$ cat src/rtl/led_pattern_seq.sv
// LED pattern sequencer: a programmable step timer advances a walk, bounce,
// binary-count or blink-all pattern on the LED bank, with selectable pin polarity.
module led_pattern_seq #(
  parameter int LED_NUM    = 4,
  parameter int CNT_W      = 32,
  parameter bit ACTIVE_LOW = 1'b1
) (
  input  logic               clk,
  input  logic               rst,
  input  logic               en,
  input  logic [1:0]         mode,
  input  logic               dir,
  input  logic [CNT_W-1:0]   period,
  output logic [LED_NUM-1:0] led,
  output logic               step_o
);

  typedef enum logic [1:0] {
    MODE_WALK   = 2'd0,
    MODE_BOUNCE = 2'd1,
    MODE_COUNT  = 2'd2,
    MODE_BLINK  = 2'd3
  } mode_t;

  mode_t              mode_in;
  mode_t              mode_q;
  mode_t              mode_q_nxt;
  logic [LED_NUM-1:0] pat;
  logic [LED_NUM-1:0] pat_nxt;
  logic [LED_NUM-1:0] adv_pat;
  logic [LED_NUM-1:0] bounce_pat;
  logic [CNT_W-1:0]   timer;
  logic [CNT_W-1:0]   timer_nxt;
  logic [CNT_W-1:0]   last_tick;
  logic               bdir;
  logic               bdir_nxt;
  logic               adv_bdir;
  logic               bounce_up;
  logic               mode_chg;
  logic               step_nxt;

  function automatic logic [LED_NUM-1:0] init_pat(input mode_t m);
    case (m)
      MODE_COUNT: init_pat = '0;
      MODE_BLINK: init_pat = '1;
      default:    init_pat = LED_NUM'(1);
    endcase
  endfunction

  assign mode_in   = mode_t'(mode);
  assign mode_chg  = (mode_in != mode_q);
  // Periods of 0 and 1 both mean "step every cycle".
  assign last_tick = (period < CNT_W'(2)) ? '0 : period - CNT_W'(1);

  // Next pattern if a step happens this cycle. Bounce reverses early if the
  // lit bit already sits at the end it is heading for, so it never drops off.
  always_comb begin
    adv_pat    = pat;
    adv_bdir   = bdir;
    bounce_up  = (!bdir && !pat[LED_NUM-1]) || (bdir && pat[0]);
    bounce_pat = bounce_up ? (pat << 1) : (pat >> 1);
    case (mode_q)
      MODE_WALK: begin
        if (dir)
          adv_pat = (pat >> 1) | (pat << (LED_NUM - 1));
        else
          adv_pat = (pat << 1) | (pat >> (LED_NUM - 1));
      end
      MODE_BOUNCE: begin
        if (LED_NUM > 1) begin
          adv_pat  = bounce_pat;
          adv_bdir = bounce_up ? bounce_pat[LED_NUM-1] : !bounce_pat[0];
        end
      end
      MODE_COUNT: begin
        adv_pat = dir ? (pat - LED_NUM'(1)) : (pat + LED_NUM'(1));
      end
      default: begin
        adv_pat = ~pat;
      end
    endcase
  end

  // Mode change restarts from the new initial pattern and outranks a due step.
  always_comb begin
    mode_q_nxt = mode_q;
    pat_nxt    = pat;
    timer_nxt  = timer;
    bdir_nxt   = bdir;
    step_nxt   = 1'b0;
    if (mode_chg) begin
      mode_q_nxt = mode_in;
      pat_nxt    = init_pat(mode_in);
      timer_nxt  = '0;
      if (mode_in == MODE_BOUNCE)
        bdir_nxt = dir;
    end else if (en) begin
      if (timer >= last_tick) begin
        timer_nxt = '0;
        pat_nxt   = adv_pat;
        bdir_nxt  = adv_bdir;
        step_nxt  = 1'b1;
      end else begin
        timer_nxt = timer + CNT_W'(1);
      end
    end
  end

  always_ff @(posedge clk) begin
    if (rst) begin
      timer  <= '0;
      mode_q <= mode_in;
      pat    <= init_pat(mode_in);
      bdir   <= dir;
      step_o <= 1'b0;
    end else begin
      timer  <= timer_nxt;
      mode_q <= mode_q_nxt;
      pat    <= pat_nxt;
      bdir   <= bdir_nxt;
      step_o <= step_nxt;
    end
  end

  assign led = ACTIVE_LOW ? ~pat : pat;

endmodule

$ cat config.mk
export PLATFORM = sky130hd
export DESIGN_NAME = led_pattern_seq
export DESIGN_NICKNAME = d
export VERILOG_FILES = /design/src/rtl/led_pattern_seq.sv
export SDC_FILE = /design/constraint.sdc
export NUM_CORES = 1
export LEC_CHECK = 0
export CORE_UTILIZATION = 40
export CTS_CLUSTER_DIAMETER = 30
export DETAILED_ROUTE_END_ITERATION = 8
export DONT_BUFFER_PORTS = 1
export SLEW_MARGIN = 40
export SYNTH_ARGS = -nofsm -noshare
export SYNTH_HDL_FRONTEND = slang
export SYNTH_SLANG_ARGS = --single-unit
export TNS_END_PERCENT = 10
$ cat constraint.sdc
create_clock -name clk -period 5.7 [get_ports clk]
set_clock_uncertainty 0.2 [all_clocks]
set_input_delay 0.57 -clock clk [delete_from_list [all_inputs] [get_ports clk]]
set_output_delay 0.57 -clock clk [all_outputs]
set_load 0.02 [all_outputs]
==> results.md <==
Clock network:
- The cell sitting at the root of the clock tree is a sky130_fd_sc_hd__clkbuf_8.
- The clock passes through at most 2 buffers.
- TritonCTS built the clock tree.
- In this run, post-CTS hold repair placed 0 buffers.
- The clock transition at the registers of the reported paths is 0.07 ns.
- For this design, the sink count on the clock tree is 40.
- The number of clock buffers added by TritonCTS is 5.
- The insertion delay to the later sink of the worst-skew pair is 0.29 ns.
- Post-CTS repair changed the size of 0 cells.
- The deepest level of the CTS H-tree is 2.
- In this run the post-CTS setup repair buffer count came out at 0.

Synth:
- In this run, distinct cell masters in the synthesized netlist total 47.
- When the netlist entered floorplanning its net count stood at 520.
- After Yosys synthesis, and, or, nand and nor cells account for 31.2% of the synthesized area.
- The most frequent cell after synthesis is sky130_fd_sc_hd__nand2_1.
- The synthesized design contains 40 register bits.
- The synthesized netlist devotes 10.0% of its cell area to compound gates.
- In the post-synthesis netlist, the biggest area contributors are sky130_fd_sc_hd__dfxtp_1 19%, sky130_fd_sc_hd__ha_1 13%, sky130_fd_sc_hd__xnor2_1 7.5%, sky130_fd_sc_hd__xor2_1 7.5%, sky130_fd_sc_hd__nand2_1 6.7%.
- Synthesis produced a netlist whose cell count is 445.
- Summing the areas of all fa, ha and maj instances in the mapped netlist gives 13.4% of the synthesized area.
- The leading area contributor after synthesis is sky130_fd_sc_hd__dfxtp_1.
- The share of Yosys cell area claimed by the top area cell type is 18.8%.
- The share of the Yosys chip area taken by registers is 24.8%.
- The number of warning messages in the yosys log is 0.
- The commonest cells after synthesis are 63 x sky130_fd_sc_hd__nand2_1, 47 x sky130_fd_sc_hd__nor3_1, 36 x sky130_fd_sc_hd__ha_1.
- In this run, synthesis inferred 7 flip-flops with an integrated enable.
- In this run the cell area of the synthesized design comes to 0.00351 mm2.
- The leading register cell type out of synthesis is sky130_fd_sc_hd__dfxtp_1.
- After synthesis, the largest family of logic cells by area is simple AND/OR/NAND/NOR gates.
- The mux share of post-synthesis cell area is 1.43%.
- The share of the synthesized netlist area taken by xor and xnor gates is 15.0%.
- The mean instance size in the synthesized netlist is 7.89 um2.
- The share of async-settable or async-resettable flops after synthesis is 0%.

STA:
- The number of max-slew violations in the final report was 0.
- The slew of the pin with the lowest slew margin is 0.679 ns.
- The final critical path takes up 79.8% of the cycle.
- The number of endpoints with negative hold slack in the final report is 0.
- The worst slew margin relative to its limit is 54.1%.
- The highest clock frequency the design can meet is 0.220 GHz.
- Setup violations remaining at the end of the flow were counted as 0.
- The worst path meets setup with 1.15 ns of slack.
- Counting I/O delays and the setup requirement, the final critical path takes 4.55 ns.
- Setup repair after global routing left no endpoint under its margin.
- After routing, the total negative slack on setup checks comes to 0 ns.

Die:
- The I/O pin count is 43.
- Row generation in the floorplan step produced 33 rows.
- The full die area is 0.00915 mm2.
- In this run the horizontal extent of the chip is 95.7 um.
- The die is 95.7 um tall.
- The area of the core is 0.00834 mm2.
- The effective utilization at floorplan is 42.1%.

Place:
- Detailed placement ended at an HPWL of 5.96 mm.
- Before CTS, the worst setup slack after placement is 0.780 ns.
- Once placement finished, the instance area stood at 0.00360 mm2.
- The number of buffers inserted by port buffering is 0.
- The routability congestion estimate from global placement is 0.813.

Global route:
- The number of global-route vias before repair is 2863.
- The number of antenna violations at the first check in global routing came to 0.
- Entering global routing, the biggest net connects 40 pins.
- Global routing used 17.4% of the available tracks.
- The first-pass GRT wire length is 12.8 mm.
- The total grt overflow is 0.

Finish:
- In the final design database the tool counted 516 nets.
- The relative area change from synthesis to final layout is 5.45%.
- The repair_antennas step left the layout with diodes totalling 0.
- The finished layout cell area is 0.00370 mm2.
- The multi-input combinational cells in the finished layout cover a total of 0.00249 mm2.
- The layout has 851 filler cells.
- The post-route netlist has 4.98% of its cells at a drive strength greater than 1.
- The storage element area is 871 um2.

Setup path:
- The depth of the critical timing path with buffers and inverters included is 14.
- The most numerous cell type found on the critical path is sky130_fd_sc_hd__nand2_1.
- For flop-to-flop paths, the worst setup slack is 2.97 ns.
- The type of element capturing the critical path is a flop.
- At the worst endpoint, the arrival time is 4.33 ns.
- Of all nets on the critical path, the largest fanout is 7.
- The start-to-end type of the worst setup path is in2reg.
- The signal on the critical path passes through inv_1, ha_1, nor4b_1, nand2_1, nor4_2, nand2_1, xnor2_1, nand2_1, ha_1, nand4_1, or4_1, a31oi_1, o21ai_0, nand2_1.
- The worst-case reg-to-reg path depth is 8.
- The family of cells with the greatest summed delay on the critical path is simple AND/OR/NAND/NOR gates.
- The launching element type of the critical path is a primary input.
- The start of the worst register-to-register path is timer[0].
- Together, buffers and inverters on the worst path number 1.
- STA puts the critical path data required time at 5.49 ns.
- The worst reg2reg path endpoint is pat[1].
- The cell with the largest stage delay on the worst path is sky130_fd_sc_hd__nor4b_1.
- The longest individual stage delay on the worst path is 0.58 ns.

Routing:
- The via count is 3000.
- The number of routed nets with antenna violations is 0.
- After detailed routing, the number of vias per cell comes to 5.48.
- In this run, the number of DRC markers left after iteration 0 of detailed routing was 214.
- The number of remaining DRC errors is 0.
- The total wire length is 7.50 mm.
- After detailed routing, the average wire length per cell comes to 13.7 um.
- For this run, the detailed router's first-pass iteration total came to 4.

Run:
- Across the run, the number of max-cap violations was 0.

Power and ir drop:
- The highest ir drop seen on vdd is 0.0000759 V.
- For this design the ratio of total power to cell area is 169 mW/mm2.
- The leakage component of the power is 1.43 nW.

Min path:
- The number of cells on the worst hold path is 0.
- The worst hold path begins at mode[0].
- The path class of the lowest-slack min-delay path is in2reg.
- The worst hold path terminates at mode_q[0].

Status:
- The flow ran to the end, and the final reports show no timing, DRC or antenna violations.
metal layers:
| layer | share of wire (%) | vias to the layer above | track usage, % |
|---|---|---|---|
| met3 | 4.4 | 4 | 2.79 |
| met4 | 0.77 | 0 | 3.73 |
| li1 | - | 1570 | - |
| met1 | 51 | 1363 | 24.5 |
| met5 | 0 | - | 0 |
| met2 | 43 | 63 | 27.9 |
cell type report:
class                   count  share of cell area, %
clock buffers               6                   2.54
clock inverters             2                  0.304
inverters                  19                   1.93
multi-input cells         371                   67.3
flip-flops and latches     40                   23.5
well taps                 105                   3.55
repair buffers              4                  0.811
logic make-up after synthesis:
group | Yosys count
simple gates | 211
xor+xnor | 60
fa+ha+maj | 37
buf+inv | 34
mux | 5
compound gates | 58
flops | 40
cells in the final DEF, fill, tap and decap left out, types with 2 or more instances in the layout:
| cell type | synthesis | layout |
|---|---|---|
| sky130_fd_sc_hd__nand2_1 | 63 | 63 |
| sky130_fd_sc_hd__nor3_1 | 47 | 47 |
| sky130_fd_sc_hd__ha_1 | 36 | 36 |
| sky130_fd_sc_hd__dfxtp_1 | 33 | 33 |
| sky130_fd_sc_hd__xnor2_1 | 30 | 30 |
| sky130_fd_sc_hd__xor2_1 | 30 | 30 |
| sky130_fd_sc_hd__nor2_1 | 28 | 28 |
| sky130_fd_sc_hd__a21oi_1 | 20 | 20 |
| sky130_fd_sc_hd__inv_1 | 19 | 19 |
| sky130_fd_sc_hd__o21ai_0 | 18 | 18 |
| sky130_fd_sc_hd__nand4_1 | 15 | 15 |
| sky130_fd_sc_hd__nand2b_1 | 13 | 13 |
| sky130_fd_sc_hd__nand3_1 | 10 | 10 |
| sky130_fd_sc_hd__edfxtp_1 | 7 | 7 |
| sky130_fd_sc_hd__or3_1 | 5 | 5 |
| sky130_fd_sc_hd__nor4_1 | 5 | 5 |
| sky130_fd_sc_hd__mux2i_1 | 5 | 5 |
| sky130_fd_sc_hd__a21o_1 | 5 | 5 |
| sky130_fd_sc_hd__clkbuf_8 | 0 | 5 |
| sky130_fd_sc_hd__buf_4 | 0 | 4 |
| sky130_fd_sc_hd__or4_4 | 3 | 3 |
| sky130_fd_sc_hd__nand3b_1 | 3 | 3 |
| sky130_fd_sc_hd__and2_1 | 3 | 3 |
| sky130_fd_sc_hd__and4_1 | 3 | 3 |
| sky130_fd_sc_hd__or2_2 | 2 | 2 |
| sky130_fd_sc_hd__or4_1 | 2 | 2 |
| sky130_fd_sc_hd__nor4b_1 | 2 | 2 |
| sky130_fd_sc_hd__nor4_2 | 2 | 2 |
| sky130_fd_sc_hd__a311oi_1 | 2 | 2 |
| sky130_fd_sc_hd__o211ai_1 | 2 | 2 |
| sky130_fd_sc_hd__a221oi_1 | 2 | 2 |
| sky130_fd_sc_hd__o21a_1 | 2 | 2 |
registers in the layout, summed over array words and instances (netlist names):
name	count
bdir	1
step_o	1
mode_q	2
pat	4
timer	32
power breakdown:
group	total, mW	internal (mW)	switching, mW
Clock	0.212	0.112	0.100
Sequential	0.309	0.296	0.0131
Combinational	0.102	0.0454	0.0569
metrics by stage:
step | utilization (%) | power [mW] | hold slack [ns] | cells
after floorplan | - | 0.399 | 0.291 | 445
after global placement | 43.1 | 0.416 | 0.323 | 539
after detailed placement | 43.1 | 0.418 | 0.341 | 539
after CTS | 44.4 | 0.631 | 0.165 | 547
after global routing | 44.4 | 0.659 | 0.157 | 547
final | 44.4 | 0.624 | 0.176 | 547
worst max-delay path by stage:
stage	from	endpoint	slack (ns)
floorplan	period[22]	timer[20]	1.23
global placement	period[0]	pat[1]	0.91
detailed placement	period[0]	pat[1]	0.78
CTS	period[0]	pat[1]	1.08
global route	period[0]	pat[1]	0.75
finish	period[0]	pat[1]	1.15
(Power assumes the default switching activity.)
